<file path="src/rtl/clk_divider_multi.sv">
// clk_divider_multi
// Multi-channel integer divider of i_clk. Each channel emits a square wave
// (low for floor(div/2) cycles, then high for ceil(div/2) cycles) and a
// one-cycle tick per period. Divisors are written into a per-channel shadow
// register and are taken over only at a period boundary, when the channel is
// disabled, or on i_sync, so a rate change never produces a runt period.
module clk_divider_multi #(
  parameter int NUM_CH      = 4,
  parameter int CNT_W       = 28,
  parameter int CH_W        = 2,
  parameter int DEFAULT_DIV = 250000
) (
  input  logic              i_clk,
  input  logic              i_rst,
  input  logic [NUM_CH-1:0] i_en,
  input  logic              i_sync,
  input  logic              i_wr_en,
  input  logic [CH_W-1:0]   i_wr_ch,
  input  logic [CNT_W-1:0]  i_wr_div,
  output logic              o_wr_err,
  output logic [NUM_CH-1:0] o_pending,
  output logic [NUM_CH-1:0] o_clk,
  output logic [NUM_CH-1:0] o_tick
);

  localparam logic [CNT_W-1:0] DIV_RST  = CNT_W'(DEFAULT_DIV);
  localparam logic [CNT_W-1:0] DIV_MIN  = CNT_W'(2);
  localparam logic [CNT_W-1:0] CNT_ONE  = CNT_W'(1);
  localparam logic [CH_W:0]    CH_LIMIT = (CH_W+1)'(NUM_CH);

  // Per-channel state, current and next.
  logic [CNT_W-1:0]  cnt_r     [NUM_CH];
  logic [CNT_W-1:0]  cnt_s     [NUM_CH];
  logic [CNT_W-1:0]  div_act_r [NUM_CH];
  logic [CNT_W-1:0]  div_act_s [NUM_CH];
  logic [CNT_W-1:0]  shadow_r  [NUM_CH];
  logic [CNT_W-1:0]  shadow_s  [NUM_CH];
  logic [NUM_CH-1:0] pending_r;
  logic [NUM_CH-1:0] pending_s;
  logic [NUM_CH-1:0] clk_r;
  logic [NUM_CH-1:0] clk_s;
  logic [NUM_CH-1:0] tick_r;
  logic [NUM_CH-1:0] tick_s;
  logic              wr_err_r;
  logic              wr_err_s;

  // Decoded write and boundary qualifiers.
  logic              wr_ok_s;
  logic [NUM_CH-1:0] wr_hit_s;
  logic [NUM_CH-1:0] last_s;

  // Next-state logic: write decode, counting, divisor hand-over and outputs.
  always_comb begin
    wr_ok_s  = i_wr_en && (i_wr_div >= DIV_MIN) && ({1'b0, i_wr_ch} < CH_LIMIT);
    wr_err_s = i_wr_en && !wr_ok_s;
    wr_hit_s = '0;
    last_s   = '0;
    for (int ch = 0; ch < NUM_CH; ch++) begin
      cnt_s[ch]     = cnt_r[ch];
      div_act_s[ch] = div_act_r[ch];
      shadow_s[ch]  = shadow_r[ch];
      pending_s[ch] = pending_r[ch];
      clk_s[ch]     = 1'b0;
      tick_s[ch]    = 1'b0;
      wr_hit_s[ch]  = wr_ok_s && (i_wr_ch == CH_W'(ch));
      last_s[ch]    = (cnt_r[ch] == (div_act_r[ch] - CNT_ONE));

      if (!i_en[ch] || i_sync) begin
        // Held or realigned: restart at zero and adopt any new divisor now,
        // a same-cycle write taking precedence over an older shadow value.
        cnt_s[ch] = '0;
        if (wr_hit_s[ch]) begin
          div_act_s[ch] = i_wr_div;
          shadow_s[ch]  = i_wr_div;
          pending_s[ch] = 1'b0;
        end else if (pending_r[ch]) begin
          div_act_s[ch] = shadow_r[ch];
          pending_s[ch] = 1'b0;
        end else begin
          div_act_s[ch] = div_act_r[ch];
        end
      end else begin
        // Outputs follow the count value seen in this cycle.
        clk_s[ch]  = (cnt_r[ch] >= {1'b0, div_act_r[ch][CNT_W-1:1]});
        tick_s[ch] = last_s[ch];
        if (last_s[ch]) begin
          // Period boundary: the only point a running channel changes rate.
          cnt_s[ch] = '0;
          if (wr_hit_s[ch]) begin
            div_act_s[ch] = i_wr_div;
            shadow_s[ch]  = i_wr_div;
            pending_s[ch] = 1'b0;
          end else if (pending_r[ch]) begin
            div_act_s[ch] = shadow_r[ch];
            pending_s[ch] = 1'b0;
          end else begin
            div_act_s[ch] = div_act_r[ch];
          end
        end else begin
          cnt_s[ch] = cnt_r[ch] + CNT_ONE;
          if (wr_hit_s[ch]) begin
            // Park the new divisor; a later write before the boundary wins.
            shadow_s[ch]  = i_wr_div;
            pending_s[ch] = 1'b1;
          end else begin
            shadow_s[ch]  = shadow_r[ch];
          end
        end
      end
    end
  end

  // State and output registers with synchronous reset.
  always_ff @(posedge i_clk) begin
    if (i_rst) begin
      for (int ch = 0; ch < NUM_CH; ch++) begin
        cnt_r[ch]     <= '0;
        div_act_r[ch] <= DIV_RST;
        shadow_r[ch]  <= DIV_RST;
      end
      pending_r <= '0;
      clk_r     <= '0;
      tick_r    <= '0;
      wr_err_r  <= 1'b0;
    end else begin
      cnt_r     <= cnt_s;
      div_act_r <= div_act_s;
      shadow_r  <= shadow_s;
      pending_r <= pending_s;
      clk_r     <= clk_s;
      tick_r    <= tick_s;
      wr_err_r  <= wr_err_s;
    end
  end

  assign o_wr_err  = wr_err_r;
  assign o_pending = pending_r;
  assign o_clk     = clk_r;
  assign o_tick    = tick_r;

endmodule
</file>
<file path="config.mk">
export PLATFORM = sky130hd
export DESIGN_NAME = clk_divider_multi
export DESIGN_NICKNAME = d
export VERILOG_FILES = /design/src/rtl/clk_divider_multi.sv
export SDC_FILE = /design/constraint.sdc
export NUM_CORES = 1
export LEC_CHECK = 0
export ABC_CLOCK_PERIOD_IN_PS = 7530
export BUFFER_PORTS_ARGS = -buffer_cell sky130_fd_sc_hd__buf_2
export CAP_MARGIN = 20
export CORE_UTILIZATION = 50
export DETAILED_ROUTE_END_ITERATION = 10
export PLACE_DENSITY = 0.66
export SETUP_SLACK_MARGIN = 0.5
export SYNTH_ARGS = -nofsm -noshare
export SYNTH_HDL_FRONTEND = slang
export SYNTH_SLANG_ARGS = --single-unit
</file>
<file path="constraint.sdc">
create_clock -name i_clk -period 7.53 [get_ports i_clk]
set_input_delay 1.506 -clock i_clk [delete_from_list [all_inputs] [get_ports i_clk]]
set_output_delay 1.506 -clock i_clk [all_outputs]
set_load 0.1 [all_outputs]
</file>
==> results.sh, run 1 <==
export IMPL_status="finished clean"
export IMPL_period_needed_ns=4.30
export IMPL_dr_first_iter_drc_count=971
export IMPL_die_height_um=201
export IMPL_fillers=3598
export IMPL_worst_setup_hold_path_clk_slew_ns=0.06
export IMPL_tritoncts="yes"
export IMPL_mostFrequentLayoutCells="dfxtp_1 (349), nand2_1 (312), nor2_1 (218)"
export IMPL_viasPerCell=5.72
export IMPL_std_cell_rows=72
export IMPL_total_leakage_power_nw=8.38
export IMPL_skew_ns=0.0127
export IMPL_design_die_area_um2=40300
export IMPL_synthesis_area_per_instance_um2=8.30
export IMPL_yosys_cell_types_count=77
export IMPL_syn_nets=2535
export IMPL_final_area_um2=21700
export IMPL_clockBufferDepth=3
export IMPL_hold_viol_final=0
export IMPL_grt_start_max_net_pins=87
export IMPL_grt_use_total_pct=26.2
export IMPL_timing_reg2reg_worst_path_depth=8
export IMPL_critical_path_peak_fanout=28
export IMPL_r2r_setup_slack_ns=3.33
export IMPL_post_route_drc_count=0
export IMPL_syn_cell_area_um2=19800
export IMPL_timing_final_setup_violations=0
export IMPL_final_seq_area_um2=6990
export IMPL_post_cts_hold_buffer_count=0
export IMPL_synth_warnings=0
export IMPL_timing_worst_slew_pin_value_ns=1.14
export IMPL_yosys_register_bits=349
export IMPL_cts_htree_levels=2
export IMPL_irDropWorstVdd_uv=138
export IMPL_class_of_the_worst_hold_path="flop to flop"
export IMPL_tritoncts_num_buffers=38
export IMPL_timing_critical_path_to_type="flop"
export IMPL_grt_overflow_total=0
export IMPL_slew_violations=0
export IMPL_fp_dieW_um=201
export IMPL_place_gp_congestion=0.920
export IMPL_yosysSeqAreaShare_pct=35.4
export IMPL_power_per_cell_area_nw_per_um2=187
export IMPL_holdPathStages=2
export IMPL_finalWorstSetupSlack_ns=3.23
export IMPL_floorplan_io_pins=51
export IMPL_critPathRequiredTime_ns=7.97
export IMPL_grt_first_pass_wirelength_um=86100
export IMPL_mostFrequentLayoutCell="dfxtp_1"
export IMPL_final_min_period_over_clock_period_pct=57.1
export IMPL_worstSetupStartpointType="input port"
export IMPL_dr_pass1_iters=7
export IMPL_grt_antenna_before_repair=7
export IMPL_insertion_delay_ns=0.56
export IMPL_relSlewSlack_pct=22.1
export IMPL_setup_total_negative_slack_ns=0
export IMPL_clock_root_buffer="clkbuf_16"
export IMPL_layout_area_overhead_vs_synth_pct=9.64
export IMPL_fraction_of_final_layout_cells_sized_beyond_drive_strength_1_pct=9.33
export IMPL_maxClockFrequency_ghz=0.233
export IMPL_crit_type="input port to flop"
export IMPL_floorplan_initialDensity_pct=50.9
export IMPL_cell_count_after_synthesis=2381
export IMPL_port_buffers=50
export IMPL_postRouteWirelength_um=52800
export IMPL_preCtsSetupSlack_ns=2.69
export IMPL_final_net_count=2529
export IMPL_synth_flop_cell="dfxtp_1"
export IMPL_routed_via_count=16700
export IMPL_number_of_enable_type_register_cells_in_the_synthesized_netlist=0
export IMPL_clkSinkCount=349
export IMPL_drt_wl_cell_um=18.0
export IMPL_hpwl_um=39600
export IMPL_rsz0062_at_grt="no"
export IMPL_share_of_synthesized_flip_flops_with_an_asynchronous_set_or_reset_pct=0
export IMPL_postPlaceCellArea_um2=20300
export IMPL_maxCapViolCount=0
export IMPL_cp_arrival_ns=4.74
export IMPL_number_of_global_route_vias_before_repair=16200
export IMPL_post_cts_setup_buffers=0
export IMPL_ant_nets=0
export IMPL_post_cts_resized_instances=0
export IMPL_fp_coreArea_um2=38800
export IMPL_multi_input_area_um2=11800
[through the flow]
stage	utilization, %	hold WS (ns)	cells	power [mW]
4_1_cts	55.5	0.463	2915	4.08
6_report	55.8	0.459	2924	4.05
5_1_grt	55.8	0.485	2923	4.19
2_1_floorplan	-	0.433	2381	2.09
3_5_place_dp	52.2	0.452	2848	2.17
3_3_place_gp	52.2	0.442	2848	2.16
[synthesized netlist by cell type (6+ instances only)]
cell type  instances  area (um^2)
or3_1             16          100
a211oi_1          13         97.6
a21oi_1          123          616
ha_1             116         1450
and3_1            32          200
a41o_1             6         60.1
a32o_1            21          210
buf_4              9         67.6
nand3_1           66          330
inv_1            144          541
a31oi_1           10         62.6
nand2_1          312         1170
xnor2_1          131         1150
nand3b_1          32          240
nor2_1           220          826
xor2_1           116         1020
a21o_1            28          210
o31ai_1           11         82.6
and4_1            13          114
or4_1             22          165
buf_2             10         50.1
a32oi_1           10         87.6
nand2b_1          26          163
nor2b_1           21          131
o21a_1             6         45.0
nor3_1            82          410
buf_6              6         67.6
nor3b_1            7         52.6
mux2_1             9          101
mux2i_1            6         60.1
nor4b_1           10         87.6
o21ai_0           38          190
nor4_1            36          225
nand4_1           50          313
a22o_1            22          193
nor4_2             6         75.1
nand4b_1           8         70.1
mux2_2            50          563
a22oi_1            9         67.6
or2_2             18          113
dfxtp_1          349         6990
clkbuf_1          83          312
[area by class of cell]
| class | count | share of cell area [%] |
|---|---|---|
| multi-input cells | 1775 | 54.3 |
| flip-flops and latches | 349 | 32.2 |
| clock buffers | 49 | 4.86 |
| well taps | 518 | 2.99 |
| inverters | 144 | 2.49 |
| repair buffers | 67 | 2.04 |
| clock inverters | 18 | 0.999 |
| diodes | 4 | 0.0462 |
[flip-flops by register name, indices dropped and copies added (netlist names)]
signal and flops:
o_wr_err 1, o_clk 4, cnt_r 112, o_tick 4, div_act_r 112, o_pending 4
shadow_r 112
[per-layer routing]
metal / track usage (%) / wire length (um) / up-vias
met5: 0 / 31 / -
met4: 7.20 / 1200 / 6
met3: 4.59 / 2750 / 81
met2: 43.2 / 24500 / 360
met1: 35.1 / 24300 / 7990
li1: - / - / 8275
[logic make-up after synthesis]
group           after synthesis  synth area share (%)
compound gates              352                  12.2
xor+xnor                    247                  10.9
fa+ha+maj                   116                  7.34
buf+inv                     257                  5.34
flops                       349                  35.4
mux                          65                  3.67
simple gates                995                  25.1
[path summary, 6_finish.rpt]
check                                     end     startpoint
worst max-delay path            div_act_r[54]   i_wr_div[12]
worst max register to register  div_act_r[54]  div_act_r[36]
worst min register to register   shadow_r[31]   shadow_r[31]
worst min-delay path             shadow_r[31]   shadow_r[31]
[power breakdown]
| part | internal [mW] | switching [mW] |
|---|---|---|
| Clock | 1.13 | 0.783 |
| Sequential | 1.88 | 0.0237 |
| Combinational | 0.0788 | 0.155 |
[critical path, cell delays in order]
cell and delay (ns):
buf_2 0.19, nor4_1 0.09, nand4_1 0.11, o21ai_0 0.26, or2_2 0.39, nor2_2 0.66
buf_4 0.29, nor2_1 0.09, a21oi_4 0.72, mux2_2 0.42
No activity file was read; power rests on OpenSTA's default activity.
==> run 2: changes to the inputs <==
Settings changed: ABC_AREA from default to 1, ABC_CLOCK_PERIOD_IN_PS 7530 to 3800, PLACE_DENSITY 0.66 to 0.69.
Clock period 7.53 ns to 3.8 ns, I/O delays scaled along.
==> run 2 against run 1 <==
Compared with the run above:
- synthesized cell count up 39%
- wire length up 12%
- clock-buffer cell count up 9
- first-iteration DRC count up 54%
- via count up 24%
- highest routed layer unchanged
- sequential power up 110%
- final area up 8.7%
==> results.sh, run 2 <==
export IMPL_cp_arrival_ns=3.33
export IMPL_globalRouteMet1Util_pct=36.8
export IMPL_clock_root_buffer="clkbuf_16"
export IMPL_clockBufferDepth=3
export IMPL_critical_path_peak_fanout=50
export IMPL_total_leakage_power_nw=10.6
export IMPL_timing_critical_path_to_type="flop"
export IMPL_synth_warnings=0
export IMPL_dr_first_iter_drc_count=1495
export IMPL_grt_busiest_layer="met2"
export IMPL_tritoncts="yes"
export IMPL_drt_wl_cell_um=15.1
export IMPL_tritoncts_num_buffers=40
export IMPL_synth_most_common_cell="nand2_1"
export IMPL_crit_type="flop to flop"
export IMPL_fraction_of_final_layout_cells_sized_beyond_drive_strength_1_pct=6.58
export IMPL_fp_dieW_um=210
export IMPL_synth_flop_cell="dfxtp_1"
export IMPL_grt_first_pass_wirelength_um=97400
export IMPL_number_of_global_route_vias_before_repair=19500
export IMPL_cpMostUsedCell="nand3_1"
export IMPL_number_of_enable_type_register_cells_in_the_synthesized_netlist=0
export IMPL_crit_path_max_incr_delay_ns=0.45
export IMPL_timing_final_setup_violations=0
export IMPL_yosysSeqAreaShare_pct=32.4
export IMPL_rsz0062_at_grt="no"
export IMPL_final_net_count=3483
export IMPL_clkSinkCount=349
export IMPL_floorplan_io_pins=51
export IMPL_post_route_drc_count=0
export IMPL_maxClockFrequency_ghz=0.344
export IMPL_ant_nets=0
export IMPL_synthesis_area_per_instance_um2=6.51
export IMPL_grt_overflow_total=0
export IMPL_cts_htree_levels=2
export IMPL_place_gp_congestion=0.954
export IMPL_worstPathCellList="inv_1 -> ha_1 -> nand2_2 -> nor2_8 -> nand2_4 -> inv_2 -> nand3_1 -> nand3_1 -> nand2_1 -> nor2_1 -> nand3_1 -> o21ai_4 -> buf_4 -> nand2_2 -> nand2_1 -> nand3_1"
export IMPL_post_cts_hold_buffer_count=0
export IMPL_dr_pass1_iters=6
export IMPL_post_cts_setup_buffers=0
export IMPL_setup_total_negative_slack_ns=0
export IMPL_syn_nets=3463
export IMPL_insertion_delay_ns=0.57
export IMPL_worstSetupStartpointType="flop"
export IMPL_slowest_stage="buf_4"
export IMPL_slew_violations=0
export IMPL_floorplan_initialDensity_pct=51.0
export IMPL_grt_use_total_pct=27.2
export IMPL_timing_worst_slew_pin_value_ns=0.824
export IMPL_critical_path_top_delay_family="simple AND/OR/NAND/NOR gates"
export IMPL_port_buffers=50
export IMPL_maxCapViolCount=0
export IMPL_p_total_mw=8.73
export IMPL_worst_hold_slack_ns=0.466
export IMPL_class_of_the_worst_hold_path="flop to flop"
export IMPL_grt_start_max_net_pins=70
export IMPL_stdcell_count=3898
export IMPL_status="finished clean"
export IMPL_relSlewSlack_pct=44.6
export IMPL_final_min_period_over_clock_period_pct=76.5
export IMPL_fp_coreArea_um2=42200
export IMPL_die_height_um=210
export IMPL_hold_viol_final=0
export IMPL_power_per_cell_area_nw_per_um2=370
export IMPL_dp_cells=3826
export IMPL_synthTopCellsByArea="dfxtp_1 (32%), nand2_1 (13%), nor2_1 (9.4%)"
export IMPL_ys_top_cells_by_count="nand2_1 (764), nor2_1 (537), inv_1 (404)"
export IMPL_fillers=4206
export IMPL_global_route_usage_met2_pct=43.9
export IMPL_worst_setup_hold_path_clk_slew_ns=0.06
export IMPL_irDropWorstVdd_uv=324
export IMPL_syn_cell_area_um2=21500
export IMPL_mostFrequentLayoutCells="nand2_1 (764), nor2_1 (535), inv_1 (403)"
export IMPL_use_met3_pct=4.20
export IMPL_period_needed_ns=2.91
export IMPL_hpwl_um=44800
export IMPL_viasPerCell=5.33
export IMPL_layout_area_overhead_vs_synth_pct=9.35
export IMPL_synth_top_area_share_pct=32.4
export IMPL_reg_largest_list="cnt_r: 112 flops, div_act_r: 112 flops, shadow_r: 112 flops"
export IMPL_routed_via_count=20800
export IMPL_post_cts_resized_instances=0
export IMPL_skew_ns=0.0186
export IMPL_yosys_area_top_type="dfxtp_1"
export IMPL_path_buf_inv=3
export IMPL_std_cell_rows=75
export IMPL_yosys_register_bits=349
export IMPL_mostFrequentLayoutCell="nand2_1"
export IMPL_share_of_synthesized_flip_flops_with_an_asynchronous_set_or_reset_pct=0
export IMPL_grt_antenna_before_repair=4
export IMPL_yosys_cell_types_count=51
export IMPL_postRouteWirelength_um=58900
export IMPL_critPathRequiredTime_ns=4.22
export IMPL_design_die_area_um2=43900
export IMPL_cell_count_after_synthesis=3309
[run 2: cell types whose count changed after synthesis, moves of 50 or more]
| cell | previous run | this run |
|---|---|---|
| inv_1 | 144 | 404 |
| mux2_2 | 50 | 0 |
| nand2_1 | 312 | 764 |
| nand3_1 | 66 | 284 |
| nor2_1 | 220 | 537 |
| o21ai_0 | 38 | 149 |
| xnor2_1 | 131 | 55 |
[run 2: area by class of cell]
cell class                 count  area, um^2  share of cell area, %
inverter                     406        1530                   6.48
clock inverter                13         105                  0.446
clock buffer                  58        1150                   4.88
tap                          539         674                   2.86
sequential                   349        6990                   29.7
multi-input combinational   2449       12600                   53.3
antenna                        1        2.50                 0.0106
timing repair buffer          83         551                   2.34
[run 2: final timing paths]
| kind | slack, ns | depth (start not counted) | from | to |
|---|---|---|---|---|
| min | 0.47 | 2 | o_pending[1] | o_pending[1] |
| max | 0.89 | 16 | div_act_r[28] | div_act_r[35] |
| max reg2reg | 0.89 | 16 | div_act_r[28] | div_act_r[35] |
| min reg2reg | 0.47 | 2 | o_pending[1] | o_pending[1] |
[run 2: routing by layer]
| layer | wire (um) | part of all wire [%] |
|---|---|---|
| met2 | 26300 | 45 |
| met5 | 27 | 0.046 |
| met1 | 27000 | 46 |
| met3 | 3590 | 6.1 |
| met4 | 1970 | 3.3 |
[run 2: stage by stage]
step | utilization (%) | setup WS [ns] | cell area, um^2
detailed placement | 52.8 | 0.594 | 22300
floorplan | - | 1.42 | 21500
global placement | 52.8 | 0.640 | 22300
finish | 55.8 | 0.892 | 23600
CTS | 55.8 | 0.784 | 23500
global route | 55.8 | 0.521 | 23600
[run 2: cells by family (layout without fill, tap and decap cells)]
| group | after synthesis | after routing | synth area share (%) |
|---|---|---|---|
| AOI/OAI and AO/OA | 362 | 362 | 8.80 |
| xor gates and xnor gates | 151 | 151 | 6.34 |
| and+or+nand+nor | 1820 | 1820 | 36.3 |
| adders and majority gates | 116 | 116 | 6.74 |
| DFF | 349 | 349 | 32.4 |
| other | 0 | 1 | 0 |
| buffers and inverters | 511 | 560 | 9.37 |
[run 2: tightest hold or removal path, delay by kind of cell, from the launching register on]
kind	cells	cell delay (ns)
AOI/OAI and AO/OA	1	0.06
buffers and inverters	1	0.06
DFF	1	0.30
[run 2: where the power goes]
part	internal [mW]	leakage, nW	switching (mW)	total [mW]
sequential	3.79	2.84	0.127	3.92
combinational	0.362	7.16	0.701	1.06
clock	2.17	0.624	1.57	3.75
total	6.32	10.6	2.40	8.73
==> run 3: changes to the inputs <==
Settings changed: ABC_AREA 1 to 0, ABC_CLOCK_PERIOD_IN_PS 3800 to 2500.
Clock period 3.8 ns to 2.5 ns, I/O delays scaled along.
==> run 3 against run 2 <==
Compared with the run above:
- final area increased by 16%
- the run now ends with negative setup slack left
- utilization grew 15 points
- largest power group is now clock
- die area shrank 8.2%
- register-to-register slack got worse by 1.7 ns
- non-clock buffer count up 448
- power grew 47%
- critical path depth is 1 lower
- clock skew rose by 0.0022 ns
- largest cell class unchanged
- worst setup slack worse by 1.7 ns
- sequential share of layout area shrank 3.9 points
- highest routed layer unchanged
- maximum frequency decreased by 13%
==> results.sh, run 3 (synthesis results as in run 1) <==
export IMPL_die_height_um=201
export IMPL_floorplan_io_pins=51
export IMPL_drt_wl_cell_um=18.9
export IMPL_globalRouteMet1Util_pct=40.9
export IMPL_place_gp_congestion=0.922
export IMPL_std_cell_rows=72
export IMPL_timing_worst_slew_pin_value_ns=0.966
export IMPL_critical_path_top_delay_family="simple AND/OR/NAND/NOR gates"
export IMPL_tritoncts="yes"
export IMPL_grt_use_total_pct=30.9
export IMPL_layout_area_overhead_vs_synth_pct=38.4
export IMPL_fp_dieW_um=201
export IMPL_port_buffers=50
export IMPL_use_met3_pct=3.75
export IMPL_slowest_stage="or3_1"
export IMPL_clock_root_buffer="clkbuf_16"
export IMPL_global_route_usage_met2_pct=50.2
export IMPL_crit_type="flop to flop"
export IMPL_grt_overflow_total=0
export IMPL_power_per_cell_area_nw_per_um2=470
export IMPL_mostFrequentLayoutCells="buf_4 (395), dfxtp_1 (317), nand2_1 (311)"
export IMPL_number_of_global_route_vias_before_repair=18900
export IMPL_insertion_delay_ns=0.58
export IMPL_maxCapViolCount=0
export IMPL_grt_start_max_net_pins=92
export IMPL_cp_arrival_ns=3.79
export IMPL_violations_in_the_final_reports="negative setup slack"
export IMPL_fraction_of_final_layout_cells_sized_beyond_drive_strength_1_pct=31.5
export IMPL_worst_setup_hold_path_clk_slew_ns=0.06
export IMPL_cts_htree_levels=2
export IMPL_design_die_area_um2=40300
export IMPL_fp_coreArea_um2=38800
export IMPL_routed_via_count=19200
export IMPL_class_of_the_worst_hold_path="input port to flop"
export IMPL_irDropWorstVdd_uv=615
export IMPL_hold_viol_final=0
export IMPL_reg_largest_list="cnt_r: 112 flops, div_act_r: 112 flops, shadow_r: 112 flops"
export IMPL_finalWorstSetupSlack_ns=-0.839
export IMPL_worst_hold_slack_ns=0.311
export IMPL_clockBufferDepth=3
export IMPL_maxClockFrequency_ghz=0.299
export IMPL_worstSetupStartpointType="flop"
export IMPL_timing_critical_path_to_type="flop"
export IMPL_dr_first_iter_drc_count=1312
export IMPL_viasPerCell=5.66
export IMPL_stdcell_count=3390
export IMPL_mostFrequentLayoutCell="buf_4"
export IMPL_relSlewSlack_pct=35.2
export IMPL_floorplan_initialDensity_pct=50.9
export IMPL_critPathRequiredTime_ns=2.95
export IMPL_grt_first_pass_wirelength_um=100000
export IMPL_worstPathCellList="inv_2 -> ha_4 -> nor4b_4 -> buf_6 -> nand3_2 -> or3_1 -> o211a_1 -> nor4_4 -> nand4b_1 -> a2111oi_4 -> o32a_1 -> buf_4 -> buf_6 -> clkbuf_16 -> mux2_2"
export IMPL_final_min_period_over_clock_period_pct=134
export IMPL_rsz0062_at_grt="yes"
export IMPL_period_needed_ns=3.34
export IMPL_skew_ns=0.0208
export IMPL_status="finished with violations"
export IMPL_timing_final_setup_violations=232
export IMPL_grt_busiest_layer="met2"
export IMPL_hpwl_um=44700
export IMPL_crit_path_max_incr_delay_ns=0.36
export IMPL_dr_pass1_iters=6
export IMPL_total_leakage_power_nw=11.3
export IMPL_postRouteWirelength_um=64100
export IMPL_clkSinkCount=349
export IMPL_slew_violations=0
export IMPL_ant_nets=0
export IMPL_tritoncts_num_buffers=39
export IMPL_final_net_count=2996
export IMPL_path_buf_inv=5
export IMPL_cpMostUsedCell="buf_6"
export IMPL_critical_path_peak_fanout=6
export IMPL_post_route_drc_count=0
export IMPL_grt_antenna_before_repair=2
export IMPL_p_total_mw=12.8
export IMPL_antennaDiodeCount=0
export IMPL_dp_cells=3230
-- run 3: tightest hold or removal path: cells and delay by family --
kind                   cells  cell delay [ns]
buffers and inverters      1             0.16
AND/OR/NAND/NOR            1             0.08
AO/OA/AOI/OAI              1             0.07
-- run 3: power by group --
group	leakage [nW]	total, mW	switching [mW]	internal, mW
registers	2.84	5.70	0.0450	5.66
clock network	0.647	5.96	2.49	3.47
logic	7.84	1.17	0.655	0.518
total	11.3	12.8	3.19	9.65
-- run 3: repair_timing --
| item | in CTS | in global routing |
|---|---|---|
| buffers inserted | 56 | 9 |
| setup endpoints to repair | 258 | 248 |
| hold buffers | 0 | 0 |
| cloned | 18 | 6 |
| pin swaps | 57 | 29 |
| resized for setup | 190 | 93 |
-- run 3: cell type report --
cell class / instances / area (um^2)
clock buffer: 53 / 1150
clock inverter: 18 / 179
fill: 2865 / 11500
inverter: 144 / 548
multi-input combinational: 1777 / 13000
sequential: 349 / 7030
tap: 518 / 648
timing repair buffer: 531 / 4770
-- run 3: routing by layer --
metal	part of all wire, %	up-vias
li1	-	9214
met3	5.3	185
met2	46	594
met1	44	9194
met4	4.6	2
met5	0.020	-
-- run 3: final timing paths --
kind	to	startpoint	cells after the start	slack [ns]
setup / recovery	div_act_r[93]	div_act_r[84]	15	-0.84
hold / removal	shadow_r[84]	i_wr_div[0]	3	0.31
setup reg to reg	div_act_r[93]	div_act_r[84]	15	-0.84
hold reg to reg	shadow_r[84]	shadow_r[84]	2	0.47
-- run 3: through the flow --
stage / worst slack (ns) / area, um^2 / TNS, ns / util, %
2_1_floorplan: -0.748 / 20300 / -100.98 / -
3_3_place_gp: -0.837 / 23700 / -135.48 / 61.0
3_5_place_dp: -0.843 / 23700 / -146.05 / 61.0
4_1_cts: -0.716 / 26800 / -120.29 / 68.9
5_1_grt: -0.976 / 27300 / -170.62 / 70.4
6_report: -0.839 / 27300 / -144.40 / 70.4
